--- src/rtl/mmio_uart_tx_responder_pkg.sv ---
// Shared definitions for the memory-mapped UART transmitter: register offsets,
// STATUS bit positions, transmit FSM states and the bit-time helper.
package mmio_uart_tx_responder_pkg;

    localparam logic [3:0] TXDATA_OFS  = 4'h0;
    localparam logic [3:0] STATUS_OFS  = 4'h4;
    localparam logic [3:0] BAUDDIV_OFS = 4'h8;

    localparam int ST_BUSY  = 0;
    localparam int ST_FULL  = 1;
    localparam int ST_EMPTY = 2;
    localparam int ST_OVF   = 3;

    typedef enum logic [1:0] {
        S_IDLE  = 2'd0,
        S_START = 2'd1,
        S_DATA  = 2'd2,
        S_STOP  = 2'd3
    } tx_state_e;

    // A divider of zero would stall the engine, so it behaves as one cycle per bit.
    function automatic logic [15:0] eff_div(input logic [15:0] div);
        return (div == 16'd0) ? 16'd1 : div;
    endfunction

endpackage

--- src/rtl/mmio_uart_tx_responder_fifo.sv ---
// Synchronous byte FIFO feeding the UART engine; pushes into a full FIFO are
// refused and pops from an empty FIFO are ignored.
module mmio_uart_tx_responder_fifo #(
    parameter int DEPTH = 8,
    localparam int AW = $clog2(DEPTH),
    localparam int CW = AW + 1
) (
    input  logic          clk,
    input  logic          reset,
    input  logic          push,
    input  logic [7:0]    din,
    input  logic          pop,
    output logic [7:0]    dout,
    output logic          full,
    output logic          empty,
    output logic [CW-1:0] count
);

    logic [7:0]    mem_r [DEPTH];
    logic [AW-1:0] wr_ptr_r;
    logic [AW-1:0] rd_ptr_r;
    logic [CW-1:0] count_r;
    logic          push_ok_s;
    logic          pop_ok_s;

    assign full      = (count_r == CW'(DEPTH));
    assign empty     = (count_r == {CW{1'b0}});
    assign count     = count_r;
    assign dout      = mem_r[rd_ptr_r];
    assign push_ok_s = push & ~full;
    assign pop_ok_s  = pop & ~empty;

    // Storage array; contents are don't-care until written, so it carries no reset.
    always_ff @(posedge clk) begin
        if (push_ok_s) begin
            mem_r[wr_ptr_r] <= din;
        end
    end

    // Pointers and occupancy; power-of-two depth lets the pointers wrap naturally.
    always_ff @(posedge clk or negedge reset) begin
        if (!reset) begin
            wr_ptr_r <= {AW{1'b0}};
            rd_ptr_r <= {AW{1'b0}};
            count_r  <= {CW{1'b0}};
        end else begin
            if (push_ok_s) begin
                wr_ptr_r <= wr_ptr_r + AW'(1);
            end
            if (pop_ok_s) begin
                rd_ptr_r <= rd_ptr_r + AW'(1);
            end
            case ({push_ok_s, pop_ok_s})
                2'b10:   count_r <= count_r + CW'(1);
                2'b01:   count_r <= count_r - CW'(1);
                default: count_r <= count_r;
            endcase
        end
    end

endmodule

--- src/rtl/mmio_uart_tx_responder.sv ---
// Memory-mapped UART transmitter: register window on the MEM-stage bus, TX FIFO
// and an 8N1 bit-serial engine driving the registered tx pin.
module mmio_uart_tx_responder
    import mmio_uart_tx_responder_pkg::*;
#(
    parameter logic [31:0] BASE_ADDR   = 32'h0001_0000,
    parameter int          FIFO_DEPTH  = 8,
    parameter logic [15:0] DEFAULT_DIV = 16'd868
) (
    input  logic        clk,
    input  logic        reset,
    input  logic        MemRead,
    input  logic        MemWrite,
    input  logic [2:0]  funct3,
    input  logic [31:0] ALUResult,
    input  logic [31:0] WriteData,
    output logic [31:0] ReadData,
    output logic        tx,
    output logic        irq
);

    localparam int CW = $clog2(FIFO_DEPTH) + 1;

    logic          hit_s;
    logic [3:0]    ofs_s;
    logic          wr_txdata_s;
    logic          wr_status_s;
    logic          wr_baud_s;
    logic          fifo_full_s;
    logic          fifo_empty_s;
    logic [CW-1:0] fifo_count_s;
    logic [7:0]    fifo_dout_s;
    logic          pop_s;
    logic          busy_s;
    logic [15:0]   reload_s;
    logic [31:0]   status_s;
    logic [31:0]   rdata_s;
    logic          unused_bits_s;

    logic [15:0]   bauddiv_r;
    logic          ovf_r;
    tx_state_e     state_r, state_s;
    logic [15:0]   cnt_r, cnt_s;
    logic [2:0]    idx_r, idx_s;
    logic [7:0]    shreg_r, shreg_s;
    logic          tx_r, tx_s;

    assign hit_s         = (ALUResult[31:4] == BASE_ADDR[31:4]);
    assign ofs_s         = ALUResult[3:0];
    assign wr_txdata_s   = MemWrite & hit_s & (ofs_s == TXDATA_OFS);
    assign wr_status_s   = MemWrite & hit_s & (ofs_s == STATUS_OFS);
    assign wr_baud_s     = MemWrite & hit_s & (ofs_s == BAUDDIV_OFS);
    assign busy_s        = (state_r != S_IDLE);
    assign reload_s      = eff_div(bauddiv_r) - 16'd1;
    assign unused_bits_s = ^{funct3, WriteData[31:16]};

    mmio_uart_tx_responder_fifo #(
        .DEPTH (FIFO_DEPTH)
    ) u_fifo (
        .clk   (clk),
        .reset (reset),
        .push  (wr_txdata_s),
        .din   (WriteData[7:0]),
        .pop   (pop_s),
        .dout  (fifo_dout_s),
        .full  (fifo_full_s),
        .empty (fifo_empty_s),
        .count (fifo_count_s)
    );

    // Divider register and sticky overflow flag.
    always_ff @(posedge clk or negedge reset) begin
        if (!reset) begin
            bauddiv_r <= DEFAULT_DIV;
            ovf_r     <= 1'b0;
        end else begin
            if (wr_baud_s) begin
                bauddiv_r <= WriteData[15:0];
            end
            if (wr_txdata_s && fifo_full_s) begin
                ovf_r <= 1'b1;
            end else if (wr_status_s && WriteData[ST_OVF]) begin
                ovf_r <= 1'b0;
            end
        end
    end

    // Load data mux; everything outside a hitting load reads as zero.
    always_comb begin
        status_s = 32'h0;
        status_s[7:4]      = 4'(fifo_count_s);
        status_s[ST_OVF]   = ovf_r;
        status_s[ST_EMPTY] = fifo_empty_s;
        status_s[ST_FULL]  = fifo_full_s;
        status_s[ST_BUSY]  = busy_s;
        rdata_s = 32'h0;
        if (MemRead && hit_s) begin
            case (ofs_s)
                STATUS_OFS:  rdata_s = status_s;
                BAUDDIV_OFS: rdata_s = {16'h0, bauddiv_r};
                default:     rdata_s = 32'h0;
            endcase
        end else begin
            rdata_s = 32'h0;
        end
    end

    // Engine next state. The divider is only sampled when a bit starts, so a
    // BAUDDIV write mid-bit takes effect at the following bit boundary.
    always_comb begin
        state_s = state_r;
        cnt_s   = cnt_r;
        idx_s   = idx_r;
        shreg_s = shreg_r;
        tx_s    = tx_r;
        pop_s   = 1'b0;
        case (state_r)
            S_IDLE: begin
                if (!fifo_empty_s) begin
                    pop_s   = 1'b1;
                    shreg_s = fifo_dout_s;
                    tx_s    = 1'b0;
                    cnt_s   = reload_s;
                    state_s = S_START;
                end else begin
                    tx_s = 1'b1;
                end
            end
            S_START: begin
                if (cnt_r != 16'd0) begin
                    cnt_s = cnt_r - 16'd1;
                end else begin
                    idx_s   = 3'd0;
                    tx_s    = shreg_r[0];
                    cnt_s   = reload_s;
                    state_s = S_DATA;
                end
            end
            S_DATA: begin
                if (cnt_r != 16'd0) begin
                    cnt_s = cnt_r - 16'd1;
                end else if (idx_r == 3'd7) begin
                    tx_s    = 1'b1;
                    cnt_s   = reload_s;
                    state_s = S_STOP;
                end else begin
                    idx_s   = idx_r + 3'd1;
                    shreg_s = {1'b0, shreg_r[7:1]};
                    tx_s    = shreg_r[1];
                    cnt_s   = reload_s;
                end
            end
            S_STOP: begin
                if (cnt_r != 16'd0) begin
                    cnt_s = cnt_r - 16'd1;
                end else if (!fifo_empty_s) begin
                    // Back-to-back frame: next start bit follows the stop bit directly.
                    pop_s   = 1'b1;
                    shreg_s = fifo_dout_s;
                    tx_s    = 1'b0;
                    cnt_s   = reload_s;
                    state_s = S_START;
                end else begin
                    tx_s    = 1'b1;
                    state_s = S_IDLE;
                end
            end
            default: begin
                tx_s    = 1'b1;
                state_s = S_IDLE;
            end
        endcase
    end

    // Engine state registers; reset aborts any frame and forces the line idle.
    always_ff @(posedge clk or negedge reset) begin
        if (!reset) begin
            state_r <= S_IDLE;
            cnt_r   <= 16'd0;
            idx_r   <= 3'd0;
            shreg_r <= 8'h00;
            tx_r    <= 1'b1;
        end else begin
            state_r <= state_s;
            cnt_r   <= cnt_s;
            idx_r   <= idx_s;
            shreg_r <= shreg_s;
            tx_r    <= tx_s;
        end
    end

    assign ReadData = rdata_s;
    assign tx       = tx_r;
    assign irq      = fifo_empty_s & ~busy_s;

endmodule

--- config.mk ---
export PLATFORM = sky130hd
export DESIGN_NAME = mmio_uart_tx_responder
export DESIGN_NICKNAME = d
export VERILOG_FILES = /design/src/rtl/mmio_uart_tx_responder_pkg.sv /design/src/rtl/mmio_uart_tx_responder_fifo.sv /design/src/rtl/mmio_uart_tx_responder.sv
export SDC_FILE = /design/constraint.sdc
export NUM_CORES = 1
export LEC_CHECK = 0
export ABC_CLOCK_PERIOD_IN_PS = 6200
export BUFFER_PORTS_ARGS = -buffer_cell sky130_fd_sc_hd__buf_2
export CORE_MARGIN = 1.5
export CORE_UTILIZATION = 50
export DETAILED_ROUTE_END_ITERATION = 12
export GPL_TIMING_DRIVEN = 0
export PLACE_DENSITY = 0.72
export SLEW_MARGIN = 20
export SYNTH_ARGS = -nofsm -noshare
export SYNTH_HDL_FRONTEND = slang
export SYNTH_HIERARCHICAL = 1
export SYNTH_SLANG_ARGS = --single-unit
--- constraint.sdc ---
create_clock -name clk -period 6.2 [get_ports clk]
set_clock_uncertainty 0.2 [all_clocks]
set_input_delay 0.31 -clock clk [delete_from_list [all_inputs] [get_ports clk]]
set_output_delay 0.31 -clock clk [all_outputs]
set_load 0.03 [all_outputs]
* Word level (Yosys, flattened, before mapping)
Memories as Yosys holds them, arrays and structs flattened. Index checks and enable logic that the tools add are counted. W data, S select, Z words.
Storage, ports and cells: register bits 57, bits in latches 0, RAM bits 64, bits in read-only memories 0, input bits 71, output and inout port bits 34, logic and storage cells 99, memories 1
Memory list:
- u_fifo.mem_r | words 8, bits a word 8, read ports 1, clocked after memory_dff 0, wr ports 1, line mmio_uart_tx_responder_fifo.sv:19 | logic [7:0] mem_r [DEPTH];
Cells by class: add/sub/neg operators 7, $mul 0, divide/modulo/power cells 0, magnitude comparators 0, equal/unequal tests 16, shifts and indexed selects 0, multiplexer cells 37, bitwise operators 10, reductions and logical operators 18
Operators with widths (number):
- $mux W16 | 4
- $pmux W16 S3 | 1
- $mux W32 | 1
- $mux W8 | 4
- $pmux W16 S2 | 1
- $sub A16 B1 Y16 const B | 2
- $eq A28 B13 Y1 const B | 1
- $pmux W8 S3 | 1
- $logic_not A16 Y1 | 1
- $reduce_bool A16 Y1 | 1
- $mux W1 | 12
- $ne A2 B2 Y1 const B | 6
- $mux W2 | 5
- $add A3 B1 Y3 const B | 3
- $mux W3 | 3
- $eq A4 B4 Y1 const B | 2
- $logic_not A4 Y1 | 2
- $pmux W2 S4 | 1
- $pmux W4 S2 | 1
- $reduce_and A4 Y1 | 2
- $reduce_bool A2 Y1 | 4
- $and A1 B1 Y1 | 7
- $eq A2 B2 Y1 const B | 3
- $pmux W3 S2 | 1
- 14 further kinds | 19

* Longest topological paths before layout
depth in word-level cells 7, mapped depth 14

* Hierarchy
The synthesis kept the hierarchy.
Modules (own cells, without submodules):
- mmio_uart_tx_responder | instances 1, cells an instance 402, area an instance 3598.5 um^2
- mmio_uart_tx_responder_fifo | instances 1, cells an instance 160, area an instance 3134.3 um^2

* Worst setup path before layout
OpenSTA, ideal clock, no wires.
path type reg-to-reg, from reg cnt_r[0], to reg u_fifo.count_r[3], in the netlist u_fifo/count[3], data arrival time 3.327 ns, data required time 5.866 ns, slack 2.539 ns, cell stages (with the launch flop) 15, buffers on the path 1, cells stage by stage dfrtp_1 -> inv_1 -> ha_1 -> nor3b_1 -> and4_1 -> buf_2 -> a21oi_1 -> nor3_1 -> o41ai_2 -> inv_1 -> ha_1 -> ha_1 -> or4b_2 -> o311ai_0 -> o211ai_1
Between the ends: longest elaborated chain between the ends 6
RTL lines:
- from (decl) | line mmio_uart_tx_responder.sv:43 | logic [15:0] cnt_r, cnt_s;
- from (signal assigned) | line mmio_uart_tx_responder.sv:185 | cnt_r <= cnt_s;
- $reduce_bool A16 Y1 (*) | line mmio_uart_tx_responder.sv:154 | if (cnt_r != 16'd0) begin
- $mux W1 (*) | line mmio_uart_tx_responder.sv:154
- $pmux W1 S2 (*) | line mmio_uart_tx_responder.sv:117 | case (state_r)
- net pop_s | line mmio_uart_tx_responder.sv:33 | logic pop_s;
- $and A1 B1 Y1 (*) | line mmio_uart_tx_responder_fifo.sv:31 | assign pop_ok_s = pop & ~empty;
- net u_fifo.pop_ok_s | line mmio_uart_tx_responder_fifo.sv:24 | logic pop_ok_s;
- $eq A2 B1 Y1 or $eq A2 B2 Y1 (tied branches) | line mmio_uart_tx_responder_fifo.sv:53 | case ({push_ok_s, pop_ok_s})
- $pmux W4 S2 or $reduce_bool A2 Y1 (tied branches)
- to (signal assigned) | line mmio_uart_tx_responder_fifo.sv:54 | 2'b10: count_r <= count_r + CW'(1);
- to (signal assigned) | line mmio_uart_tx_responder_fifo.sv:55 | 2'b01: count_r <= count_r - CW'(1);
- to (signal assigned) | line mmio_uart_tx_responder_fifo.sv:56 | default: count_r <= count_r;
- to (decl) | line mmio_uart_tx_responder_fifo.sv:22 | logic [CW-1:0] count_r;
The timed path passes the listed nets; every way through them passes the cells marked *. A chain may end at the register's enable or synchronous reset.

* Worst setup path in the final report
Ends and elaborated chain as after synthesis.

==> out/metrics.yaml <==
status:
  status: "complete, no violations"
worst_setup_path:
  path_max_fanout: 9
  reg2reg_to: "u_fifo/count[3]$_DFFE_PN0P_"
  critical_path_arrival_ns: 4.64
  r2r-start: "cnt_r[0]$_DFF_PN0_"
  startpoint_type: "register"
  rrSetupSlack_ns: 1.66
  reg2reg_depth: 14
  required_ns: 6.30
  endpoint_kind: "register"
  path_class: "register to register"
routing:
  first_pass_iters: 5
  drt_iter0_markers: 307
  num_vias: 5031
  routed_wl_mm: 15.8
  vias_per_cell: 5.82
  ant_nets: 0
  drcViolationCount: 0
  wire_per_inst_microns: 18.3
logic_synthesis:
  synth_seq_cells: 121
  seq_area_frac_synth_pct: 49.8
  syn_area_sq_mm: 0.00673
  synth_warnings: 6
  synth_edf_count: 64
  synth_ff_type: "edfxtp_1"
  synth.distinct_cells: 76
  avgSynthCellArea_sq_um: 12.0
  synthArstFlopShare_pct: 47.1
  netlist_instances: 562
pwr:
  finalPower_mw: 2.07
  peakVddDrop_mv: 0.204
  power_density_mw_per_mm2: 257
  power_leakage_nw: 3.28
timing:
  hold_viol_final: 0
  final.min_clock_period_ns: 4.54
  setup_violations: 0
  worst_slew_pin_slew_ns: 0.864
  timing.final.crit_share_pct: 73.2
  rsz0062_at_grt: "false"
  drv_slew: 0
  relSlewSlack_pct: 41.9
  fmax_mhz: 220
  fin_tns_setup_ns: 0
min_path:
  hold_path_depth: 1
  hold_path.class: "input port to register"
  min_from: "WriteData[1]"
  hold_end: "u_fifo/mem_r[6][1]$_DFFE_PP_"
floorplan:
  num_rows: 42
  initial_utilization_pct: 51.0
  dieWidth_microns: 119
  dieArea_sq_mm: 0.0142
  core_region_area_sq_mm: 0.0132
  num_io_pins: 105
  fp.dieH_microns: 119
global_route:
  antenna_found_initial: 0
  grt_pass1_wl_mm: 25.8
  grt_use_total_pct: 23.6
  grt_overflow: 0
  grt_max_degree: 58
  grt_pass1_vias: 5105
place:
  numPortBuffers: 69
  routabilityCongestion: 0.881
  dp.cells: 822
  hpwl_mm: 10.9
layout:
  nFillCells: 1019
  fin_cells: 865
  nets: 761
  fin_util_pct: 61.0
  antenna_cells: 0
  layout-area-overhead-vs-synth_pct: 19.5
  drive_gt1_share_pct: 28.2
clocking:
  clock-root-buffer: "clkbuf_16"
  cts_tree: "yes"
  h-tree-depth: 4
  cts_made_buffers: 17
  cts_resized: 0
  clockBufferDepth: 2
  clk_pin_slew_worst_paths_ns: 0.06
  clk_latency_ns: 0.43
  cts.sinks: 121
run:
  cap_violations: 0
==> cells in the final DEF, fill, tap and decap left out, types with 13 or more instances in the layout <==
cell type  netlist  layout
nor2_1          49      49
xnor2_1         18      18
inv_1           17      17
nor4_1          13      13
conb_1           1      16
nand2_1         30      30
buf_4           18      19
mux4_1          16      16
buf_2            5      73
dfrtp_1         51      51
a21oi_1         31      31
o21ai_0         28      28
edfxtp_1        64      64
mux2_2          31      31
ha_1            13      13
clkbuf_16        0      17
==> flip-flops by register name, summed over array words and instances, names as in the netlist <==
signal and cells:
cnt_r 16, u_fifo/rd_ptr_r 3, bauddiv_r 16, ovf_r 1, shreg_r 8, idx_r 3, tx 1, u_fifo/count 4
state_r 2, u_fifo/mem_r 64, u_fifo/wr_ptr_r 3
==> synth_stat cells, types with 4 or more instances <==
| library cell | count | share of area, % |
|---|---|---|
| xnor2_1 | 18 | 2.3 |
| or3_1 | 4 | 0.37 |
| nor4_1 | 13 | 1.2 |
| buf_4 | 18 | 2.0 |
| and2_1 | 10 | 0.93 |
| edfxtp_1 | 64 | 29 |
| a22oi_1 | 8 | 0.89 |
| nor3b_1 | 7 | 0.78 |
| buf_2 | 5 | 0.37 |
| dfstp_2 | 6 | 2.3 |
| dfrtp_1 | 51 | 19 |
| a22o_1 | 4 | 0.52 |
| nor3_1 | 10 | 0.74 |
| mux4_1 | 16 | 6.2 |
| inv_1 | 17 | 0.95 |
| nand3_1 | 12 | 0.89 |
| ha_1 | 13 | 2.4 |
| nand2_1 | 30 | 1.7 |
| o21ai_0 | 28 | 2.1 |
| a21boi_0 | 4 | 0.45 |
| mux2i_1 | 11 | 1.6 |
| mux2_2 | 31 | 5.2 |
| clkbuf_1 | 10 | 0.56 |
| xor2_1 | 5 | 0.65 |
| o211ai_1 | 4 | 0.45 |
| nor2_1 | 49 | 2.7 |
| a21oi_1 | 31 | 2.3 |
==> what timing repair did <==
action / in CTS / in global routing
endpoints found under the hold margin: 68 / 0
hold buffers: 11 / 0
setup endpoints to repair: 0 / 0
buffers inserted: 0 / 0
==> logic make-up (layout without fill, tap and decap cells) <==
logic type,Yosys count,in the layout,share of synthesized area (%)
multiplexers,58,58,13.1
AO/OA/AOI/OAI,114,114,11.4
flip-flops,121,121,49.8
other,1,16,0.0557
buffers and inverters,60,172,5.46
adder cells (fa/ha/maj),14,14,2.71
AND/OR/NAND/NOR,171,171,14.5
XOR/XNOR,23,23,2.99
==> routing by layer <==
layer | vias to the layer above | track usage [%] | wire (microns)
li1 | 2331 | - | -
met5 | - | 0 | 0
met4 | 0 | 10.4 | 415
met1 | 2474 | 30.5 | 6720
met3 | 37 | 4.84 | 915
met2 | 189 | 38.5 | 7740
==> worst max-delay path by stage <==
| stage | to | start | slack (ns) |
|---|---|---|---|
| 2_1_floorplan | u_fifo/count[3]$_DFFE_PN0P_ | cnt_r[0]$_DFF_PN0_ | 2.54 |
| 3_3_place_gp | u_fifo/count[3]$_DFFE_PN0P_ | cnt_r[0]$_DFF_PN0_ | 1.89 |
| 3_5_place_dp | u_fifo/count[3]$_DFFE_PN0P_ | cnt_r[0]$_DFF_PN0_ | 1.76 |
| 4_1_cts | u_fifo/count[3]$_DFFE_PN0P_ | cnt_r[0]$_DFF_PN0_ | 1.70 |
| 5_1_grt | u_fifo/count[3]$_DFFE_PN0P_ | cnt_r[0]$_DFF_PN0_ | 1.43 |
| 6_report | u_fifo/count[3]$_DFFE_PN0P_ | cnt_r[0]$_DFF_PN0_ | 1.66 |
==> stage by stage <==
step           setup slack (ns)  hold WS [ns]  instance area (sq um)
2_1_floorplan              2.54        -0.186                   6790
3_3_place_gp               1.89         0.293                   7350
3_5_place_dp               1.76         0.235                   7370
4_1_cts                    1.70        0.0116                   8040
5_1_grt                    1.43        0.0206                   8040
6_report                   1.66        0.0125                   8040
==> critical path: stages (launching register included) <==
cell and delay (ns):
dfrtp_1 0.43, inv_1 0.09, ha_1 0.21, nor3b_1 0.52, and4_1 0.27, buf_2 0.16
a21oi_1 0.19, nor3_1 0.35, o41ai_2 0.21, inv_1 0.17, ha_1 0.33, ha_1 0.35
or4b_2 0.68, o311ai_0 0.13, o211ai_1 0.13
==> layout make-up <==
class	instances	area [sq um]	area share, %
clock inverters	12	119	1.48
flip-flops and latches	121	3360	41.7
multi-input cells	396	3080	38.2
clock buffers	20	447	5.55
repair buffers	80	458	5.69
well taps	176	220	2.74
inverters	18	67.6	0.840
plain buffers	42	300	3.73
==> report_power, final <==
group	switching, mW	internal [mW]	total [mW]
clock	0.375	0.566	0.941
sequential	0.0104	0.865	0.875
combinational	0.166	0.0843	0.251
total	0.552	1.52	2.07
Note: power is estimated with default switching activity, not from simulation.
